--- config.mk ---
export PLATFORM = sky130hd
export DESIGN_NAME = btb_write_arbiter
export DESIGN_NICKNAME = d
export VERILOG_FILES = /design/src/rtl/btb_write_arbiter.sv
export SDC_FILE = /design/constraint.sdc
export NUM_CORES = 1
export LEC_CHECK = 0
export ABC_AREA = 0
export CORE_MARGIN = 5
export CORE_UTILIZATION = 51
export CTS_BUF_LIST = sky130_fd_sc_hd__clkbuf_2
export CTS_CLUSTER_DIAMETER = 80
export DETAILED_ROUTE_END_ITERATION = 10
export PLACE_DENSITY = 0.73
export SYNTH_ARGS = -nofsm -noshare
export SYNTH_HDL_FRONTEND = slang
export SYNTH_SLANG_ARGS = --single-unit
export TNS_END_PERCENT = 30
--- constraint.sdc ---
create_clock -name clk -period 18.6 [get_ports clk]
set_input_delay 2.79 -clock clk [delete_from_list [all_inputs] [get_ports clk]]
set_output_delay 2.79 -clock clk [all_outputs]
set_load 0.05 [all_outputs]
--- src/rtl/btb_write_arbiter.sv ---
`timescale 1ns/1ps
`default_nettype none
// ============================================================================
// Module   : btb_write_arbiter
// Brief    : Arbitrates WRITE_NUM BTB update requests per cycle onto WRITE_NUM
//            ports of a BANK_NUM-bank entry RAM. Bank-conflicting requests are
//            deferred into a multi-push / multi-pop FIFO that preserves
//            per-index write order. A built-in sequencer clears the table.
// Options  : BTB_WRITE_ARBITER_COALESCE_EN - a request whose index matches a
//            resident FIFO entry overwrites that entry's data in place.
// Revision : 1.0 - initial release
// ============================================================================
module btb_write_arbiter #(
    parameter int WRITE_NUM   = 2,
    parameter int BANK_NUM    = 2,
    parameter int INDEX_WIDTH = 10,
    parameter int DATA_WIDTH  = 32,
    parameter int QUEUE_DEPTH = 4
) (
    input  logic                              clk,
    input  logic                              rst,
    input  logic                              init_start,
    input  logic [WRITE_NUM-1:0]              req_valid,
    input  logic [WRITE_NUM*INDEX_WIDTH-1:0]  req_index,
    input  logic [WRITE_NUM*DATA_WIDTH-1:0]   req_data,
    output logic [WRITE_NUM-1:0]              ram_we,
    output logic [WRITE_NUM*INDEX_WIDTH-1:0]  ram_wa,
    output logic [WRITE_NUM*DATA_WIDTH-1:0]   ram_wv,
    output logic                              init_busy,
    output logic [$clog2(QUEUE_DEPTH):0]      queue_count,
    output logic                              drop_pulse
);

    localparam int c_QPTR_W = $clog2(QUEUE_DEPTH);
    localparam int c_CNT_W  = c_QPTR_W + 1;
    localparam int c_BANK_W = $clog2(BANK_NUM);
    localparam int c_PORT_W = $clog2(WRITE_NUM + 1);
    localparam logic [INDEX_WIDTH-1:0] c_LAST_PTR = INDEX_WIDTH'((1 << INDEX_WIDTH) - WRITE_NUM);
    localparam logic [INDEX_WIDTH-1:0] c_PTR_STEP = INDEX_WIDTH'(WRITE_NUM);

    typedef enum logic [0:0] {
        S_INIT = 1'b0,
        S_RUN  = 1'b1
    } arbState_t;

    arbState_t               r_state;
    logic [INDEX_WIDTH-1:0]  r_initPtr;
    logic [INDEX_WIDTH-1:0]  r_qIndex [QUEUE_DEPTH];
    logic [DATA_WIDTH-1:0]   r_qData  [QUEUE_DEPTH];
    logic [c_QPTR_W-1:0]     r_head;
    logic [c_QPTR_W-1:0]     r_tail;
    logic [c_CNT_W-1:0]      r_count;

    logic [INDEX_WIDTH-1:0]  w_qIndexNext [QUEUE_DEPTH];
    logic [DATA_WIDTH-1:0]   w_qDataNext  [QUEUE_DEPTH];
    logic [BANK_NUM-1:0]     w_bankClaimed;
    logic [c_PORT_W-1:0]     w_grantCnt;
    logic [c_CNT_W-1:0]      w_drained;
    logic [c_CNT_W-1:0]      w_pushCnt;
    logic [c_CNT_W-1:0]      w_free;
    logic [c_QPTR_W-1:0]     w_slot;
    logic [c_BANK_W-1:0]     w_bank;
    logic [INDEX_WIDTH-1:0]  w_reqIdx;
    logic [DATA_WIDTH-1:0]   w_reqData;
    logic                    w_stop;
    logic                    w_match;
    logic                    w_drop;
`ifdef BTB_WRITE_ARBITER_COALESCE_EN
    logic [c_QPTR_W-1:0]     w_matchSlot;
`endif

    // Same-cycle arbitration: clear writes in INIT; FIFO drain then new requests in RUN.
    always_comb begin
        ram_we        = '0;
        ram_wa        = '0;
        ram_wv        = '0;
        w_qIndexNext  = r_qIndex;
        w_qDataNext   = r_qData;
        w_bankClaimed = '0;
        w_grantCnt    = '0;
        w_drained     = '0;
        w_pushCnt     = '0;
        w_free        = c_CNT_W'(QUEUE_DEPTH) - r_count;
        w_slot        = '0;
        w_bank        = '0;
        w_reqIdx      = '0;
        w_reqData     = '0;
        w_stop        = 1'b0;
        w_match       = 1'b0;
        w_drop        = 1'b0;
`ifdef BTB_WRITE_ARBITER_COALESCE_EN
        w_matchSlot   = '0;
`endif
        if (r_state == S_INIT) begin
            // Writes are held off while reset is asserted.
            if (rst) begin
                for (int p = 0; p < WRITE_NUM; p++) begin
                    ram_we[p] = 1'b1;
                    ram_wa[p*INDEX_WIDTH +: INDEX_WIDTH] = r_initPtr + INDEX_WIDTH'(p);
                end
                w_drop = |req_valid;
            end
        end else begin
            // Drain from head in order; the first blocked entry stops the drain.
            for (int k = 0; k < WRITE_NUM; k++) begin
                w_slot = r_head + c_QPTR_W'(k);
                w_bank = r_qIndex[w_slot][c_BANK_W-1:0];
                if (!w_stop && (c_CNT_W'(k) < r_count) && !w_bankClaimed[w_bank]) begin
                    for (int o = 0; o < WRITE_NUM; o++) begin
                        if (w_grantCnt == c_PORT_W'(o)) begin
                            ram_we[o] = 1'b1;
                            ram_wa[o*INDEX_WIDTH +: INDEX_WIDTH] = r_qIndex[w_slot];
                            ram_wv[o*DATA_WIDTH +: DATA_WIDTH]   = r_qData[w_slot];
                        end
                    end
                    w_bankClaimed[w_bank] = 1'b1;
                    w_grantCnt = w_grantCnt + c_PORT_W'(1);
                    w_drained  = w_drained + c_CNT_W'(1);
                end else begin
                    w_stop = 1'b1;
                end
            end
            w_free = c_CNT_W'(QUEUE_DEPTH) - r_count + w_drained;

            // New requests in port order; an index still resident must wait behind it.
            for (int p = 0; p < WRITE_NUM; p++) begin
                w_reqIdx  = req_index[p*INDEX_WIDTH +: INDEX_WIDTH];
                w_reqData = req_data[p*DATA_WIDTH +: DATA_WIDTH];
                w_bank    = w_reqIdx[c_BANK_W-1:0];
                w_match   = 1'b0;
                for (int j = 0; j < QUEUE_DEPTH; j++) begin
                    w_slot = r_head + c_QPTR_W'(j);
                    if ((c_CNT_W'(j) >= w_drained) && (c_CNT_W'(j) < r_count) &&
                        (r_qIndex[w_slot] == w_reqIdx)) begin
                        w_match = 1'b1;
`ifdef BTB_WRITE_ARBITER_COALESCE_EN
                        w_matchSlot = w_slot;
`endif
                    end
                end
                if (req_valid[p]) begin
                    if ((w_grantCnt < c_PORT_W'(WRITE_NUM)) && !w_bankClaimed[w_bank] && !w_match) begin
                        for (int o = 0; o < WRITE_NUM; o++) begin
                            if (w_grantCnt == c_PORT_W'(o)) begin
                                ram_we[o] = 1'b1;
                                ram_wa[o*INDEX_WIDTH +: INDEX_WIDTH] = w_reqIdx;
                                ram_wv[o*DATA_WIDTH +: DATA_WIDTH]   = w_reqData;
                            end
                        end
                        w_bankClaimed[w_bank] = 1'b1;
                        w_grantCnt = w_grantCnt + c_PORT_W'(1);
`ifdef BTB_WRITE_ARBITER_COALESCE_EN
                    end else if (w_match) begin
                        // Youngest matching entry takes the newer payload.
                        w_qDataNext[w_matchSlot] = w_reqData;
`endif
                    end else if (w_pushCnt < w_free) begin
                        w_slot = r_tail + c_QPTR_W'(w_pushCnt);
                        w_qIndexNext[w_slot] = w_reqIdx;
                        w_qDataNext[w_slot]  = w_reqData;
                        w_pushCnt = w_pushCnt + c_CNT_W'(1);
                    end else begin
                        w_drop = 1'b1;
                    end
                end
            end
        end
    end

    // Control state: clear sequencer, FIFO pointers and occupancy.
    always_ff @(posedge clk or negedge rst) begin
        if (!rst) begin
            r_state   <= S_INIT;
            r_initPtr <= '0;
            r_head    <= '0;
            r_tail    <= '0;
            r_count   <= '0;
        end else if (init_start) begin
            r_state   <= S_INIT;
            r_initPtr <= '0;
            r_head    <= '0;
            r_tail    <= '0;
            r_count   <= '0;
        end else if (r_state == S_INIT) begin
            r_initPtr <= r_initPtr + c_PTR_STEP;
            if (r_initPtr == c_LAST_PTR) begin
                r_state <= S_RUN;
            end
        end else begin
            r_head  <= r_head + c_QPTR_W'(w_drained);
            r_tail  <= r_tail + c_QPTR_W'(w_pushCnt);
            r_count <= r_count - w_drained + w_pushCnt;
        end
    end

    // FIFO payload storage; only pointers/count need reset since count gates every read.
    always_ff @(posedge clk) begin
        if ((r_state == S_RUN) && !init_start) begin
            r_qIndex <= w_qIndexNext;
            r_qData  <= w_qDataNext;
        end
    end

    assign init_busy   = (r_state == S_INIT);
    assign queue_count = r_count;
    assign drop_pulse  = w_drop;

endmodule
`default_nettype wire

==> report_table.html <==
<table>
<tr><th>Metric</th><th>Value</th></tr>
<tr><th colspan="2">Outcome</th></tr>
<tr><td>Run status</td><td>complete, no violations</td></tr>
<tr><th colspan="2">Timing</th></tr>
<tr><td>Max-slew headroom at the worst pin</td><td>0.175</td></tr>
<tr><td>Layout Skew</td><td>0.0681 ns</td></tr>
<tr><td>Final critical path time including I/O delays and setup</td><td>approximately 11 ns</td></tr>
<tr><td>Final hold slack</td><td>approximately 0.63 ns</td></tr>
<tr><td>Fmax</td><td>approximately 90 MHz</td></tr>
<tr><td>Post-route fraction of the period consumed by the critical path</td><td>0.608</td></tr>
<tr><td>Setup repair after global routing missed its margin</td><td>no</td></tr>
<tr><td>Final-layout setup total negative slack</td><td>0 ns</td></tr>
<tr><td>Final Setup Violations</td><td>0</td></tr>
<tr><td>Max-slew violation count</td><td>0</td></tr>
<tr><td>Hold Violations, Final</td><td>0</td></tr>
<tr><td>Slew at the pin closest to its max-slew limit</td><td>1.23 ns</td></tr>
<tr><th colspan="2">Clock network</th></tr>
<tr><td>Clock buffer depth</td><td>2</td></tr>
<tr><td>Clock Latency Late Sink</td><td>0.86 ns</td></tr>
<tr><td>Inserted Clock Buffers</td><td>17</td></tr>
<tr><td>Number of gates given a new drive strength after cts</td><td>0</td></tr>
<tr><td>Clock transition at the register clock pins on the worst setup and hold paths after CTS</td><td>about 0.33 ns</td></tr>
<tr><td>H-tree depth</td><td>4</td></tr>
<tr><td>Clk root buf</td><td>sky130_fd_sc_hd__clkbuf_2</td></tr>
<tr><td>Setup bufs post-CTS</td><td>0</td></tr>
<tr><td>CTS sink count</td><td>185</td></tr>
<tr><td>Cts-stage hold buffer count</td><td>0</td></tr>
<tr><td>Clock tree from TritonCTS</td><td>done</td></tr>
<tr><th colspan="2">Global routing</th></tr>
<tr><td>Number of global-route vias before repair</td><td>approximately 12,000</td></tr>
<tr><td>Largest net degree at the start of global routing</td><td>between 150 and 200</td></tr>
<tr><td>Global-route wire length before repair</td><td>around 72,000 µm</td></tr>
<tr><td>Total Routing Usage GR</td><td>0.258</td></tr>
<tr><td>Global route total overflow</td><td>0</td></tr>
<tr><td>Number of antenna violations at the first check in global routing</td><td>1</td></tr>
<tr><th colspan="2">Final layout</th></tr>
<tr><td>Layout cell share with drive strength beyond 1</td><td>0.300</td></tr>
<tr><td>Final design instance area without fill</td><td>roughly 0.018 mm²</td></tr>
<tr><td>Number of nets at the end of the flow</td><td>1,533</td></tr>
<tr><td>Most common library cell in the layout ignoring fill and taps</td><td>sky130_fd_sc_hd__mux2_2</td></tr>
<tr><td>Most frequent cells in the layout</td><td>sky130_fd_sc_hd__mux2_2, sky130_fd_sc_hd__clkdlybuf4s50_1, sky130_fd_sc_hd__edfxtp_1, sky130_fd_sc_hd__mux2_1, sky130_fd_sc_hd__nor2_1</td></tr>
<tr><td>Fillers</td><td>2,606</td></tr>
<tr><td>Area growth, synth to finish</td><td>12.5%</td></tr>
<tr><th colspan="2">Synthesis</th></tr>
<tr><td>Flip-flop and latch count after synthesis</td><td>between 150 and 200</td></tr>
<tr><td>Most used DFF post-synth</td><td>sky130_fd_sc_hd__edfxtp_1</td></tr>
<tr><td>Fraction of synthesized cell area taken by the top area cell type</td><td>0.313</td></tr>
<tr><td>Number of flops mapped to enable cells by yosys</td><td>about 170</td></tr>
<tr><td>Synth Area per Inst</td><td>approximately 12 µm²</td></tr>
<tr><td>Number of warnings printed during yosys synthesis</td><td>0</td></tr>
<tr><td>Area of the mapped netlist</td><td>between 0.015 and 0.02 mm²</td></tr>
<tr><td>Number of different library cells in the post-synthesis netlist</td><td>between 70 and 80</td></tr>
<tr><td>Post-synthesis cell type with the largest combined area</td><td>sky130_fd_sc_hd__edfxtp_1</td></tr>
<tr><td>Synthesized netlist net count</td><td>1,447</td></tr>
<tr><td>Ys async rst share</td><td>0.0919</td></tr>
<tr><td>Share of the yosys chip area belonging to registers</td><td>0.339</td></tr>
<tr><td>Cell types with the largest area share after synthesis</td><td>sky130_fd_sc_hd__edfxtp_1, sky130_fd_sc_hd__mux2_2, sky130_fd_sc_hd__mux4_2</td></tr>
<tr><td>Synthesized instance count</td><td>approximately 1,300</td></tr>
<tr><th colspan="2">Min path</th></tr>
<tr><td>Classification of the worst-slack hold path</td><td>reg -&gt; reg</td></tr>
<tr><th colspan="2">Setup path</th></tr>
<tr><td>Highest fanout seen on the critical path</td><td>63</td></tr>
<tr><td>Critical path start-end classification</td><td>reg -&gt; out</td></tr>
<tr><td>Required time at the worst-slack endpoint</td><td>about 16 ns</td></tr>
<tr><td>Crit-path cells</td><td>mux2i_4 &gt; xor2_1 &gt; o21ai_1 &gt; clkinv_1 &gt; buf_4 &gt; ha_1 &gt; a21oi_1 &gt; o21ai_0 &gt; a211oi_1 &gt; a21oi_2 &gt; nand2_1 &gt; nor3_1 &gt; o211ai_1 &gt; buf_4 &gt; o221ai_1 &gt; clkdlybuf4s50_1</td></tr>
<tr><td>Delay of the slowest cell on the worst path</td><td>roughly 1.1 ns</td></tr>
<tr><td>Cell with the largest stage delay on the worst path</td><td>sky130_fd_sc_hd__dfrtp_4</td></tr>
<tr><td>Kind of launch point of the worst setup path</td><td>register</td></tr>
<tr><td>Setup crit end kind</td><td>primary output</td></tr>
<tr><td>Most Frequent Cell on Critical Path</td><td>sky130_fd_sc_hd__buf_4</td></tr>
<tr><td>Worst EP arrival</td><td>roughly 8.5 ns</td></tr>
<tr><th colspan="2">Routing</th></tr>
<tr><td>Iter 0 DRT Violations</td><td>about 1,300</td></tr>
<tr><td>Detailed-router iteration count before antenna repair</td><td>5</td></tr>
<tr><td>Routed vias</td><td>12,325</td></tr>
<tr><td>Drt total wl</td><td>47,100 µm</td></tr>
<tr><td>Antenna viol nets, final</td><td>0</td></tr>
<tr><td>DRC violations left</td><td>0</td></tr>
<tr><td>Wire length per cell</td><td>25.5 µm</td></tr>
<tr><td>Post-detailed-route via-to-cell ratio</td><td>6.67</td></tr>
<tr><th colspan="2">Flow run</th></tr>
<tr><td>Max-cap check violation count</td><td>0</td></tr>
<tr><th colspan="2">Pwr</th></tr>
<tr><td>VDD IR-drop max</td><td>~26 µV</td></tr>
<tr><td>Power per Cell Area</td><td>around 42 mW/mm²</td></tr>
<tr><td>P_leak</td><td>5.68 nW</td></tr>
<tr><td>Final total power</td><td>~760 µW</td></tr>
<tr><th colspan="2">Floorplanning</th></tr>
<tr><td>Total core area</td><td>0.0314 mm²</td></tr>
<tr><td>Die Outline Area</td><td>roughly 0.035 mm²</td></tr>
<tr><td>Chip height</td><td>188 µm</td></tr>
<tr><td>IO Pins</td><td>180</td></tr>
<tr><td>FP Rows</td><td>65</td></tr>
<tr><td>Initial cell density of the core</td><td>0.514</td></tr>
<tr><td>Die width</td><td>188 µm</td></tr>
<tr><th colspan="2">Placement</th></tr>
<tr><td>Total of buffers placed on input and output ports</td><td>179</td></tr>
<tr><td>Half-perimeter wire length after placement</td><td>a little over 30,000 µm</td></tr>
<tr><td>Final Wtd Congestion</td><td>approximately 0.96</td></tr>
<tr><td>Post-Place Cell Area</td><td>roughly 0.018 mm²</td></tr>
</table>
## logic make-up (layout without fill, tap and decap cells)
group | count (synthesis) | count (layout) | share of synthesized area
and+or+nand+nor | 219 | 219 | 0.0645
xor gates and xnor gates | 69 | 69 | 0.0374
AOI/OAI and AO/OA | 239 | 239 | 0.116
adders and majority gates | 14 | 14 | 0.0116
muxes | 463 | 463 | 0.378
other | 0 | 3 | 0
DFF | 185 | 185 | 0.339
buffers and inverters | 156 | 255 | 0.0531
## worst max-delay path, delay by kind of cell (launching register included)
family	cells	cell delay, ns
DFF	1	1.13
buffers and inverters	4	2.55
AOI/OAI and AO/OA	7	2.41
muxes	1	0.46
adders and majority gates	1	0.39
and+or+nand+nor	2	0.62
xor gates and xnor gates	1	0.11
## area by class of cell
class	count	area (µm²)	share of cell area
flip-flops and latches	185	5480	0.302
clock buffers	17	85.1	0.00469
clock inverters	15	176	0.00972
well taps	402	503	0.0277
repair buffers	203	1980	0.109
inverters	20	77.6	0.00427
multi-input cells	1004	9840	0.542
diodes	3	7.51	0.000414
## flip-flops by register name, summed over array words and instances (netlist names)
register and flops:
r_qData 128, r_qIndex 40, r_initPtr 9, queue_count 3
r_head 2, r_tail 2, r_state 1
## stage by stage
stage          setup slack, ns  utilization  cells
3_5_place_dp              8.08        0.570   1814
3_3_place_gp              8.17        0.570   1814
5_1_grt                   6.99        0.578   1849
4_1_cts                   7.41        0.578   1846
2_1_floorplan             7.72            -   1345
6_report                  7.30        0.578   1849
## routing by layer
metal / global-route usage / vias up / share of wire
met5: 0 / - / 0
met4: 0.0943 / 0 / 0.033
met3: 0.0370 / 98 / 0.066
met2: 0.432 / 592 / 0.49
met1: 0.343 / 6204 / 0.41
li1: - / 5431 / -
## synthesized netlist by cell type (7+ instances only)
cell	count
sky130_fd_sc_hd__inv_1	15
sky130_fd_sc_hd__nor2_1	81
sky130_fd_sc_hd__xor2_1	22
sky130_fd_sc_hd__mux2_2	212
sky130_fd_sc_hd__mux2i_2	7
sky130_fd_sc_hd__nand4_1	7
sky130_fd_sc_hd__buf_6	30
sky130_fd_sc_hd__buf_2	16
sky130_fd_sc_hd__mux2_4	31
sky130_fd_sc_hd__mux2i_1	43
sky130_fd_sc_hd__dfrtp_1	17
sky130_fd_sc_hd__nand2_1	78
sky130_fd_sc_hd__o211ai_1	10
sky130_fd_sc_hd__nand3_1	18
sky130_fd_sc_hd__mux4_2	70
sky130_fd_sc_hd__xnor2_1	47
sky130_fd_sc_hd__o22ai_1	44
sky130_fd_sc_hd__a21oi_1	27
sky130_fd_sc_hd__o21ai_0	7
sky130_fd_sc_hd__edfxtp_1	168
sky130_fd_sc_hd__a22oi_1	64
sky130_fd_sc_hd__clkbuf_1	63
sky130_fd_sc_hd__o221ai_1	10
sky130_fd_sc_hd__buf_1	22
sky130_fd_sc_hd__ha_1	11
sky130_fd_sc_hd__mux2_1	98
sky130_fd_sc_hd__a211oi_2	32
sky130_fd_sc_hd__a211oi_1	10
## power breakdown
part / internal (mW) / switching [mW] / leakage (nW)
sequential: 0.449 / 0.000651 / 1.74
combinational: 0.0349 / 0.0519 / 3.79
clock: 0.0471 / 0.181 / 0.152
## worst paths after layout
check	startpoint	to	cells after the start	slack, ns
max in group asynchronous	rst	r_head[0]$_DFFE_PN0P_	2	16.10
min	r_initPtr[3]$_DFFE_PN0N_	r_initPtr[3]$_DFFE_PN0N_	2	0.63
max reg2reg	r_head[1]$_DFFE_PN0P_	r_qIndex[39]$_DFFE_PP_	19	10.58
max	r_head[1]$_DFFE_PN0P_	ram_wa[15]	16	7.30
min in group asynchronous	rst	r_initPtr[8]$_DFFE_PN0N_	2	2.24
min reg2reg	r_initPtr[3]$_DFFE_PN0N_	r_initPtr[3]$_DFFE_PN0N_	2	0.63
No activity file was read; power rests on OpenSTA's default activity.
